[src/rtl/div_seq_8bit.sv]
// -----------------------------------------------------------------------------
// div_seq_8bit : sequential 8-bit unsigned restoring divider.
//
// One subtractor_8bit is shared across 8 iterations, producing one quotient
// bit per clock (MSB first). Results are registered and held until the next
// completed operation.
//
// Optional build macro:
//   DIV_SEQ_ABORT_EN : adds an 'abort' input that cancels a running division.
//
// Ports:
//   clk         in   1  rising-edge clock
//   rst         in   1  asynchronous, active-high reset
//   start       in   1  request, sampled only while idle
//   abort       in   1  (DIV_SEQ_ABORT_EN only) cancel while running
//   dividend    in   8  unsigned numerator, captured with start
//   divisor     in   8  unsigned denominator, captured with start
//   busy        out  1  high while iterating
//   done        out  1  one-cycle pulse, results valid
//   quotient    out  8  registered quotient
//   remainder   out  8  registered remainder
//   div_by_zero out  1  registered divide-by-zero flag of the last operation
// -----------------------------------------------------------------------------

// Ripple-borrow 8-bit subtractor: d = a - b, bout = 1 when a < b.
module subtractor_8bit (
  input  logic [7:0] a,
  input  logic [7:0] b,
  output logic [7:0] d,
  output logic       bout
);

  logic [8:0] brw_s;

  // Bit-serial borrow chain, LSB first.
  always_comb begin
    d        = 8'd0;
    brw_s    = 9'd0;
    for (int i = 0; i < 8; i++) begin
      d[i]       = a[i] ^ b[i] ^ brw_s[i];
      brw_s[i+1] = (~a[i] & b[i]) | (~(a[i] ^ b[i]) & brw_s[i]);
    end
    bout = brw_s[8];
  end

endmodule

module div_seq_8bit (
  input  logic       clk,
  input  logic       rst,
  input  logic       start,
`ifdef DIV_SEQ_ABORT_EN
  input  logic       abort,
`endif
  input  logic [7:0] dividend,
  input  logic [7:0] divisor,
  output logic       busy,
  output logic       done,
  output logic [7:0] quotient,
  output logic [7:0] remainder,
  output logic       div_by_zero
);

  typedef enum logic [1:0] {
    ST_IDLE = 2'd0,
    ST_RUN  = 2'd1,
    ST_DONE = 2'd2
  } state_t;

  state_t     state_r, state_n_s;
  logic [2:0] count_r;
  // The working remainder never needs bit 7 between iterations: the trial
  // value is bounded by the dividend prefix, so R < 128 whenever it is shifted.
  logic [6:0] r_r;
  logic [7:0] q_r;
  logic [7:0] d_r;
  // Divide-by-zero takes one extra DONE cycle before the done pulse.
  logic       zwait_r;

  logic       busy_r, done_r, dbz_r;
  logic [7:0] quotient_r, remainder_r;

  logic       accept_s, zero_s, run_step_s, fin_s;
  logic [7:0] t_s, sub_d_s, q_n_s, r_n_s;
  logic       sub_bout_s;

  assign t_s = {r_r, q_r[7]};

  subtractor_8bit u_sub (
    .a    (t_s),
    .b    (d_r),
    .d    (sub_d_s),
    .bout (sub_bout_s)
  );

  // Restoring step: keep the difference when it did not borrow.
  always_comb begin
    q_n_s = {q_r[6:0], 1'b0};
    r_n_s = t_s;
    if (sub_bout_s == 1'b0) begin
      q_n_s = {q_r[6:0], 1'b1};
      r_n_s = sub_d_s;
    end else begin
      q_n_s = {q_r[6:0], 1'b0};
      r_n_s = t_s;
    end
  end

  // Next-state and control strobes.
  always_comb begin
    state_n_s = state_r;
    accept_s  = 1'b0;
    zero_s    = 1'b0;
    case (state_r)
      ST_IDLE: begin
        if (start == 1'b1) begin
          accept_s = 1'b1;
          if (divisor == 8'd0) begin
            zero_s    = 1'b1;
            state_n_s = ST_DONE;
          end else begin
            state_n_s = ST_RUN;
          end
        end else begin
          state_n_s = ST_IDLE;
        end
      end
      ST_RUN: begin
`ifdef DIV_SEQ_ABORT_EN
        if (abort == 1'b1) begin
          state_n_s = ST_IDLE;
        end else if (count_r == 3'd7) begin
          state_n_s = ST_DONE;
        end else begin
          state_n_s = ST_RUN;
        end
`else
        if (count_r == 3'd7) begin
          state_n_s = ST_DONE;
        end else begin
          state_n_s = ST_RUN;
        end
`endif
      end
      ST_DONE: begin
        if (zwait_r == 1'b1) begin
          state_n_s = ST_DONE;
        end else begin
          state_n_s = ST_IDLE;
        end
      end
      default: begin
        state_n_s = ST_IDLE;
      end
    endcase
  end

  // An aborted iteration leaves the working registers untouched.
  assign run_step_s = (state_r == ST_RUN) && (state_n_s != ST_IDLE);
  assign fin_s      = (state_r == ST_RUN) && (state_n_s == ST_DONE);

  // State, datapath and registered outputs.
  always_ff @(posedge clk or posedge rst) begin
    if (rst) begin
      state_r     <= ST_IDLE;
      count_r     <= 3'd0;
      r_r         <= 7'd0;
      q_r         <= 8'd0;
      d_r         <= 8'd0;
      zwait_r     <= 1'b0;
      busy_r      <= 1'b0;
      done_r      <= 1'b0;
      dbz_r       <= 1'b0;
      quotient_r  <= 8'd0;
      remainder_r <= 8'd0;
    end else begin
      state_r <= state_n_s;
      busy_r  <= (state_n_s == ST_RUN);
      done_r  <= fin_s | ((state_r == ST_DONE) && zwait_r);
      zwait_r <= zero_s;
      if (accept_s) begin
        q_r     <= dividend;
        d_r     <= divisor;
        r_r     <= 7'd0;
        count_r <= 3'd0;
        dbz_r   <= zero_s;
        if (zero_s) begin
          quotient_r  <= 8'hFF;
          remainder_r <= dividend;
        end
      end else if (run_step_s) begin
        q_r     <= q_n_s;
        r_r     <= r_n_s[6:0];
        count_r <= count_r + 3'd1;
        if (fin_s) begin
          quotient_r  <= q_n_s;
          remainder_r <= r_n_s;
        end
      end
    end
  end

  assign busy        = busy_r;
  assign done        = done_r;
  assign quotient    = quotient_r;
  assign remainder   = remainder_r;
  assign div_by_zero = dbz_r;

endmodule
[config.mk]
export PLATFORM = sky130hd
export DESIGN_NAME = div_seq_8bit
export DESIGN_NICKNAME = d
export VERILOG_FILES = /design/src/rtl/div_seq_8bit.sv
export SDC_FILE = /design/constraint.sdc
export NUM_CORES = 1
export LEC_CHECK = 0
export ABC_CLOCK_PERIOD_IN_PS = 6650
export CAP_MARGIN = 30
export CORE_AREA = 2 2 69 71
export DETAILED_ROUTE_END_ITERATION = 7
export DIE_AREA = 0 0 71 73
export PLACE_DENSITY = 0.79
export SLEW_MARGIN = 20
export SYNTH_ARGS = -nofsm -noshare
export SYNTH_HDL_FRONTEND = slang
export SYNTH_HIERARCHICAL = 1
export SYNTH_SLANG_ARGS = --single-unit
export TNS_END_PERCENT = 30
[constraint.sdc]
create_clock -name clk -period 6.65 [get_ports clk]
set_input_delay 1.33 -clock clk [delete_from_list [all_inputs] [get_ports clk]]
set_output_delay 1.33 -clock clk [all_outputs]
set_load 0.05 [all_outputs]
==> run metrics, run 1 <==
run status finished, final reports clean; I/O Buffers 37; Die Outline Area around 5200 µm²; endpoint of the lowest-slack register-to-register path remainder[2]$_DFFE_PP0P_; total negative slack 0 ns; cell area after synthesis 2350 µm²; number of buffers inserted to repair setup after CTS 0; peak-usage layer in the global routing report met2; Post-Synthesis Mean Instance Area roughly 11 µm²; met3 track demand over resource in global routing 4.56%; total number of placement rows 25; clock tree root buffer cell clkbuf_8; slew of the pin with the lowest slew margin between 0.9 and 1 ns; number of different library cells in the post-synthesis netlist 32; leakage power ~1.3 nW; initial core utilization approximately half; clock buffer count from CTS 5; H-Tree Depth 2; top fanout value on the critical path 10; worst hold slack after final layout between 0.4 and 0.5 ns; worst setup path start q_r[7]$_DFFE_PP0P_; Layout Nets between 200 and 300; max-capacitance violation count 0; Clock transition at path regs approximately 0.090 ns; number of buffers on the longest clock path 2; CTS sink cnt 48; Post-CTS Resized 0; final hold vios 0; maximum number of pins on one net before global-route repair 28; launch instance of the worst register-to-register path q_r[7]$_DFFE_PP0P_; number of nets with antenna violations after routing 0; cell depth of the worst flop-to-flop path 16; horizontal extent of the die 71 µm; Total Wirelength roughly 4700 µm; Ports 38; first-pass GRT wire length ~8000 µm; Hold/Removal Path Class reg2reg; relative slew slack 37.3%; area share of and/or/nand/nor cells after synthesis 14.4%; Compound-Gate Fraction of Synth Area a little over a tenth; peak clock frequency supported by timing around 0.24 GHz; post-detailed-route wirelength per cell around 15 µm; post-layout min period between 4 and 5 ns; critical path start-end classification reg2reg; Post-Synthesis Cells about 220; DP Wirelength ~3300 µm; proportion of layout cells with a drive suffix above 1 roughly a tenth; setup repair after global routing missed its margin false; placed inst area ~2700 µm²; power per cell area roughly 560 nW/µm²; # DRC 0; post-layout instance area about 2900 µm²; number of register bits inferred by synthesis 48; crit end category flip-flop; die outline height roughly 73 µm; number of antenna diodes 0; hold-fix buffers at CTS 0; required time of the critical path between 6 and 7 ns; number of nets in the synthesized netlist around 250; xor/xnor cell area share of the yosys netlist 0%; number of max-slew violations in the final report 0; layout-stage area growth over the synthesis result 21.6%; Global Route met2 Usage 31.4%; global placer's final weighted congestion roughly 0.83; dominant combinational cell family by area after synthesis simple AND/OR/NAND/NOR gates; Clk Latency, worst-skew pair 0.30 ns; total routing resource utilization after global routing around a fifth; portion of netlist area occupied by mux cells approximately 9.6%; data arrival time of the critical path around 4.3 ns; area share of the largest cell type after synthesis 51.1%; top area cells in the synthesized netlist dfrtp_1, nand2_1, fa_1, mux2i_1, o21ai_0; Register-to-Register Setup Slack around 2.5 ns; number of global-route vias before repair 1578; TritonCTS clock tree yes; initial antenna violation count 0; Pre-antenna DRT Iters 4; vias after detailed routing approximately 1600; Adder-Cell Fraction of Synth Area between 7 and 8%; yosys warns 6; top cell type by total area after synthesis dfrtp_1; Clock Skews roughly 0.013 ns; detailed-route vias per instance about 5.3; Max IR drop VDD 0.000371 V; final count of negative-setup-slack endpoints 0; core region area ~4500 µm²; final period utilization 61.8%; global route overflow 0; number of DRC markers in iteration 0 between 90 and 100; Fillers ~370; met1 layer usage reported by global route approximately 28%; Critical Path Source Type flip-flop; worst setup path endpoint remainder[2]$_DFFE_PP0P_; portion of the post-synthesis area used by sequential elements approximately half
layout by cell type, fill, tap and decap left out, drive strengths merged:
master,synthesis,layout
clkdlybuf4s50,0,37
nand3,2,2
fa,7,7
o21bai,1,1
mux2i,14,14
nor4,2,2
a22o,2,2
a221oi,1,1
nand2,46,46
a22oi,1,1
a21oi,9,9
or3b,1,1
nor2,10,10
nor2b,4,4
mux2,7,7
a31o,1,1
o21ai,17,17
o21a,1,1
buf,8,1
clkbuf,3,7
dfrtp,48,48
nor3b,1,1
o22a,7,7
bufinv,0,1
nand2b,2,2
inv,20,20
ha,3,3
area by class of cell:
type / instances / area, µm² / area share [%]
Clock buffer: 7 / 96.3 / 3.37
Clock inverter: 1 / 30.0 / 1.05
Inverter: 20 / 75.1 / 2.62
Multi-Input combinational cell: 139 / 1000 / 35.0
Sequential cell: 48 / 1200 / 42.0
Tap cell: 54 / 67.6 / 2.36
Timing Repair Buffer: 38 / 390 / 13.6
Yosys cell counts:
cell type	instances
a21oi_1	9
a221oi_2	1
a22o_1	2
a22oi_1	1
a31o_1	1
buf_2	3
buf_4	2
buf_6	2
buf_8	1
clkbuf_1	3
dfrtp_1	48
fa_1	7
ha_1	3
inv_1	20
mux2_2	5
mux2_4	2
mux2i_1	14
nand2_1	45
nand2_4	1
nand2b_1	2
nand3_1	1
nand3_4	1
nor2_1	7
nor2_2	3
nor2b_1	4
nor3b_4	1
nor4_2	2
o21a_1	1
o21ai_0	17
o21bai_1	1
o22a_1	7
or3b_1	1
layer usage:
| metal | routed length [µm] | vias to the layer above |
|---|---|---|
| li1 | - | 782 |
| met1 | 2110 | 800 |
| met2 | 2330 | 40 |
| met3 | 182 | 4 |
| met4 | 42 | 0 |
| met5 | 0 | - |
where the power goes:
part,internal [W],switching (W),total (W)
sequential,0.000428,0.0000948,0.000523
combinational,0.000335,0.000510,0.000845
clock,0.000133,0.0000982,0.000231
stage by stage:
step                      cells  utilization [%]  worst slack, ns  power [W]
after global placement      298             59.9             2.70    0.00134
after CTS                   307             63.1             2.58    0.00160
final                       307             63.1             2.54    0.00160
after detailed placement    299             60.3             2.58    0.00137
after global routing        307             63.1             2.39    0.00172
after floorplan             218                -             2.83    0.00114
flip-flops by register name, summed over array words and instances, names as in the netlist:
name and count:
remainder 8, zwait_r 1, done 1, state_r 2, quotient 8, busy 1, r_r 7, d_r 8
count_r 3, div_by_zero 1, q_r 8
cell families after synthesis:
family	after synthesis
and+or+nand+nor	68
DFF	48
AOI/OAI and AO/OA	40
buffers and inverters	31
muxes	21
adders and majority gates	10
how the worst min path moves through the flow:
stage / slack, ns / end / from / depth (start not counted)
after floorplan: 0.45 / d_r[1]$_DFFE_PP0P_ / d_r[1]$_DFFE_PP0P_ / 2
after global placement: 0.46 / d_r[7]$_DFFE_PP0P_ / d_r[7]$_DFFE_PP0P_ / 2
after detailed placement: 0.46 / d_r[7]$_DFFE_PP0P_ / d_r[7]$_DFFE_PP0P_ / 2
after CTS: 0.49 / d_r[7]$_DFFE_PP0P_ / d_r[7]$_DFFE_PP0P_ / 2
after global routing: 0.51 / d_r[7]$_DFFE_PP0P_ / d_r[7]$_DFFE_PP0P_ / 2
final: 0.48 / d_r[7]$_DFFE_PP0P_ / d_r[7]$_DFFE_PP0P_ / 2
critical path, stage by stage (launching register included):
cell     delay [ns]
dfrtp_1        0.37
inv_1          0.05
ha_1           0.18
inv_1          0.07
fa_1           0.15
inv_1          0.05
fa_1           0.37
fa_1           0.39
fa_1           0.39
fa_1           0.39
fa_1           0.38
inv_1          0.08
fa_1           0.16
inv_1          0.21
mux2i_1        0.35
a21oi_1        0.12
mux2_2         0.30
(Power assumes the default switching activity.)
==> inputs of run 2 (changes only) <==
ABC_CLOCK_PERIOD_IN_PS = 3700   (was 6650)
CORE_AREA = 2 2 74 76   (was 2 2 69 71)
DIE_AREA = 0 0 76 78   (was 0 0 71 73)
PLACE_DENSITY = 0.73   (was 0.79)
clock period = 3.7 ns   (was 6.65 ns; I/O delays follow)
==> run 2 against run 1 <==
  * The run now ends with setup timing left
  * Hold slack is essentially flat
  * Final area grew 6.1%
  * Final cell count grew 8.8%
  * Largest power group unchanged
  * Highest routed layer unchanged
  * Critical path depth grew 1
  * Combinational power grew 130%
  * Maximum frequency grew 9.2%
  * Power grew 100%
  * Largest cell class unchanged
  * Sequential share of layout area shrank 2.4 points
==> run metrics, run 2 (synthesis gave the netlist of run 1 again) <==
Die Outline Area 5930 µm²; Critical Path Source Type flip-flop; Hold/Removal Path Class reg2reg; CTS sink cnt 48; # DRC 0; number of buffers on the longest clock path 2; TritonCTS clock tree yes; peak clock frequency supported by timing 0.266 GHz; number of nets with antenna violations after routing 0; total number of placement rows 26; reported net switching power 0.00142 W; final period utilization 102%; top fanout value on the critical path 3; total negative slack -0.295 ns; vias after detailed routing around 1700; Total Wirelength 4950 µm; DP Wirelength approximately 3500 µm; fraction of power spent switching nets between 40% and 50%; proportion of layout cells with a drive suffix above 1 between 20% and 30%; leakage power between 1 and 1.5 nW; launch instance of the worst register-to-register path q_r[7]$_DFFE_PP0P_; critical path start-end classification reg2reg; cell depth of the worst flop-to-flop path 17; layout-stage area growth over the synthesis result 29.0%; run status complete, but fails checks; post-detailed-route wirelength per cell 14.8 µm; Ports 38; commonest non-fill, non-tap cell in the layout dfrtp_1; Fillers 426; Pre-antenna DRT Iters 4; first-pass GRT wire length 8400 µm; maximum number of pins on one net before global-route repair 28; die outline height a little under 80 µm; Layout Nets about 290; total routing resource utilization after global routing between 10% and 20%; horizontal extent of the die around 76 µm; global placer's final weighted congestion 0.790; number of global-route vias before repair 1675; number of DRC markers in iteration 0 116; relative slew slack 66.5%; Clock transition at path regs about 0.08 ns; endpoint of the lowest-slack register-to-register path remainder[2]$_DFFE_PP0P_; worst hold slack after final layout around 0.48 ns; max-capacitance violation count 0; data arrival time of the critical path approximately 4.0 ns; H-Tree Depth 2; Max IR drop VDD 0.000624 V; Multi-input gate area around 1100 µm²; combinational group share of total power around 61%; crit end category flip-flop; count of placed standard cells including taps 320; initial core utilization 46.7%; clock buffer count from CTS 5; clock tree root buffer cell clkbuf_8; core region area approximately 5000 µm²; initial antenna violation count 0; detailed-route vias per instance approximately 5.0; sequential share of power approximately 30%; slew of the pin with the lowest slew margin 0.501 ns; violated checks setup timing; register cell area after layout 1200 µm²; worst setup path endpoint remainder[2]$_DFFE_PP0P_; required time of the critical path slightly below 4 ns; number of antenna diodes 0; I/O Buffers 37; Clock Skews around 0.0025 ns; clock network power share 9.2%; final worst slack -0.0656 ns; post-layout min period around 3.8 ns; hold-fix buffers at CTS 0; global route overflow 0; Register-to-Register Setup Slack -0.07 ns; worst setup path start q_r[7]$_DFFE_PP0P_; internal power summed over all cells ~0.0018 W; power per cell area 1060 nW/µm²; number of max-slew violations in the final report 0; Cell Count, Final, Fillers Out about 330; leading cell types in the layout, fill and taps excluded dfrtp_1, nand2_1, clkdlybuf4s50_1; Final Util roughly 60%; final count of negative-setup-slack endpoints 8; Clk Latency, worst-skew pair roughly 0.3 ns; setup repair after global routing missed its margin true; final hold vios 0
run 2: cell types whose count changed in the layout (fill, tap and decap cells not counted), moves of 3 or more:
cell     before  now
buf_4         0    9
fa_1          7    0
fa_2          0    7
mux2i_1      14    7
mux2i_4       0    5
inv_1        19   15
inv_2         1    4
run 2: timing repair:
action	in CTS	in global routing
setup buffers	5	1
pin swaps	1	1
gates resized for setup	18	12
setup endpoints to repair	17	12
run 2: worst min path at each step:
stage	depth (start not counted)	end	slack, ns	start
3_5_place_dp	2	div_by_zero$_DFFE_PP0P_	0.47	div_by_zero$_DFFE_PP0P_
4_1_cts	2	div_by_zero$_DFFE_PP0P_	0.49	div_by_zero$_DFFE_PP0P_
3_3_place_gp	2	div_by_zero$_DFFE_PP0P_	0.46	div_by_zero$_DFFE_PP0P_
5_1_grt	1	quotient[7]$_DFFE_PP0P_	0.52	quotient[7]$_DFFE_PP0P_
6_report	2	div_by_zero$_DFFE_PP0P_	0.48	div_by_zero$_DFFE_PP0P_
2_1_floorplan	2	d_r[1]$_DFFE_PP0P_	0.45	d_r[1]$_DFFE_PP0P_
run 2: worst max-delay path, cell delays in order, from the launching register on:
cell and delay (ns):
dfrtp_1 0.36, inv_1 0.05, ha_2 0.17, inv_2 0.05, fa_2 0.18, inv_2 0.04
fa_2 0.34, fa_2 0.35, fa_2 0.35, fa_2 0.34, fa_2 0.34, inv_2 0.06
fa_2 0.21, clkinvlp_4 0.11, buf_4 0.17, mux2i_4 0.18, a21oi_1 0.09, mux2_2 0.26
run 2: metrics by stage:
stage          total power, W  instance area, µm²  worst slack (ns)
6_report              0.00323                3040           -0.0656
5_1_grt               0.00347                3040            -0.214
4_1_cts               0.00304                2960           -0.0902
3_5_place_dp          0.00251                2790            -0.385
3_3_place_gp          0.00247                2770            -0.225
2_1_floorplan         0.00207                2360            0.0170
run 2: power by group through the flow:
stage | sequential (W) | clock (W) | combinational, W
finish | 0.000956 | 0.000297 | 0.00198
CTS | 0.000951 | 0.000304 | 0.00178
global route | 0.000993 | 0.000328 | 0.00215
detailed placement | 0.000950 | 0 | 0.00156
global placement | 0.000950 | 0 | 0.00152
floorplan | 0.00123 | 0 | 0.000846
run 2: final cells by class:
cell class | count | area share (%)
inverter | 20 | 2.60
clock inverter | 1 | 0.165
clock buffer | 6 | 2.39
sequential | 48 | 39.6
tap | 70 | 2.89
timing repair buffer | 50 | 16.3
multi-input combinational | 139 | 36.1
run 2: routing by layer:
metal / vias up / part of all wire, % / global-route usage [%]
met5: - / 0 / 0
met4: 0 / 0.79 / 5.45
met3: 6 / 6.4 / 4.88
met2: 51 / 44 / 26.5
met1: 808 / 48 / 26.9
li1: 806 / - / -
==> inputs of run 3 (changes only) <==
ABC_CLOCK_PERIOD_IN_PS = 4500   (was 3700)
CORE_AREA = 2 2 69 71   (was 2 2 74 76)
DIE_AREA = 0 0 71 73   (was 0 0 76 78)
PLACE_DENSITY = 0.79   (was 0.73)
clock period = 4.5 ns   (was 3.7 ns; I/O delays follow)
==> run 3 against run 2 <==
  * The run now ends clean
  * Hold slack gained 0.0027 ns
  * Wire length shrank 6.6%
  * Via count shrank 3.5%
  * Largest cell class unchanged
  * Largest power group unchanged
==> run metrics, run 3 (synthesis gave the netlist of run 1 again) <==
run status finished, final reports clean; # DRC 0; CTS sink cnt 48; slew of the pin with the lowest slew margin about 0.94 ns; number of max-slew violations in the final report 0; number of DRC markers in iteration 0 86; leading cell types in the layout, fill and taps excluded dfrtp_1, nand2_1, clkdlybuf4s50_1; endpoint of the lowest-slack register-to-register path remainder[2]$_DFFE_PP0P_; TritonCTS clock tree yes; post-layout instance area roughly 2800 µm²; Max IR drop VDD 0.000417 V; clock tree root buffer cell clkbuf_8; vias after detailed routing approximately 1600; core region area 4540 µm²; peak clock frequency supported by timing about 0.25 GHz; final period utilization about 90%; proportion of layout cells with a drive suffix above 1 11.0%; total negative slack 0 ns; H-Tree Depth 2; Worst Hold Endpoint div_by_zero$_DFFE_PP0P_; final count of negative-setup-slack endpoints 0; worst hold path startpoint div_by_zero$_DFFE_PP0P_; I/O Buffers 37; total routing resource utilization after global routing ~20%; critical path start-end classification reg2reg; worst-case setup slack after placement 0.447 ns; relative slew slack a little under two fifths; Die Outline Area between 5000 and 6000 µm²; cell depth of the worst flop-to-flop path 16; Register-to-Register Setup Slack about 0.42 ns; number of nets with antenna violations after routing 0; Clk Latency, worst-skew pair approximately 0.30 ns; global placer's final weighted congestion ~0.84; data arrival time of the critical path roughly 4.3 ns; Critical Path Source Type flip-flop; clock buffer count from CTS 5; layout-stage area growth over the synthesis result 20.4%; first-pass GRT wire length about 7900 µm; setup repair after global routing missed its margin false; number of antenna diodes 0; required time of the critical path about 4.7 ns; post-layout min period around 4.1 ns; global route overflow 0; power per cell area between 800 and 900 nW/µm²; number of stages on the worst hold path 2; maximum number of pins on one net before global-route repair 30; initial antenna violation count 0; hold-fix buffers at CTS 0; total number of placement rows 25; Pre-antenna DRT Iters 4; Power Total between 0.002 and 0.0025 W; die outline height about 73 µm; launch instance of the worst register-to-register path q_r[7]$_DFFE_PP0P_; final worst slack approximately 0.42 ns; Ports 38; Hold/Removal Path Class reg2reg; Clock Skews 0.00850 ns; DP Wirelength ~3400 µm; initial core utilization 51.9%; Fillers 386; detailed-route vias per instance 5.23; Layout Nets about 280; Total Wirelength between 4000 and 5000 µm; number of buffers inserted to repair setup after CTS 0; horizontal extent of the die between 70 and 80 µm; crit end category flip-flop; number of buffers on the longest clock path 2; top fanout value on the critical path 10; commonest non-fill, non-tap cell in the layout dfrtp_1; final hold vios 0; Clock transition at path regs around 0.090 ns; number of global-route vias before repair 1641; post-detailed-route wirelength per cell roughly 15 µm; Post-CTS Resized 0; leakage power ~1.3 nW; placed inst area 2740 µm²; Final Util 62.5%; max-capacitance violation count 0
run 3: worst max-delay path by stage:
stage	cells after the start	to	slack [ns]	from
after detailed placement	16	remainder[2]$_DFFE_PP0P_	0.45	q_r[7]$_DFFE_PP0P_
final	16	remainder[2]$_DFFE_PP0P_	0.42	q_r[7]$_DFFE_PP0P_
after global placement	16	remainder[2]$_DFFE_PP0P_	0.54	q_r[7]$_DFFE_PP0P_
after CTS	16	remainder[2]$_DFFE_PP0P_	0.44	q_r[7]$_DFFE_PP0P_
after global routing	16	remainder[2]$_DFFE_PP0P_	0.17	q_r[7]$_DFFE_PP0P_
after floorplan	17	remainder[0]$_DFFE_PP0P_	0.68	q_r[7]$_DFFE_PP0P_
run 3: metal layers:
metal,global-route usage [%],vias up,wire [µm]
met4,8.39,0,103
met1,27.2,786,2200
met2,32.6,28,2190
li1,-,790,-
met3,3.59,8,132
met5,0,-,0
run 3: stage by stage:
step / std cells / hold WS [ns]
finish: 308 / 0.487
CTS: 308 / 0.495
floorplan: 218 / 0.446
global placement: 299 / 0.461
global route: 308 / 0.507
detailed placement: 300 / 0.471
run 3: report_power, final:
part	internal [W]	switching [W]
Sequential	0.000632	0.000144
Combinational	0.000496	0.000742
Clock	0.000110	0.000151
Total	0.00124	0.00104
run 3: layout make-up:
| class | instances | area (µm²) | share of cell area, % |
|---|---|---|---|
| Clock buffer | 5 | 68.8 | 2.43 |
| Clock inverter | 3 | 21.3 | 0.751 |
| Inverter | 20 | 75.1 | 2.65 |
| Multi-Input combinational cell | 139 | 1000 | 35.3 |
| Sequential cell | 48 | 1200 | 42.4 |
| Tap cell | 54 | 67.6 | 2.39 |
| Timing Repair Buffer | 39 | 398 | 14.0 |
run 3: worst max-delay path: stages (launching register included):
cell and delay, ns:
dfrtp_1 0.37, inv_1 0.05, ha_1 0.18, inv_1 0.06, fa_1 0.15, inv_1 0.05
fa_1 0.38, fa_1 0.41, fa_1 0.40, fa_1 0.39, fa_1 0.36, inv_1 0.07
fa_1 0.15, inv_1 0.21, mux2i_1 0.33, a21oi_1 0.12, mux2_2 0.30
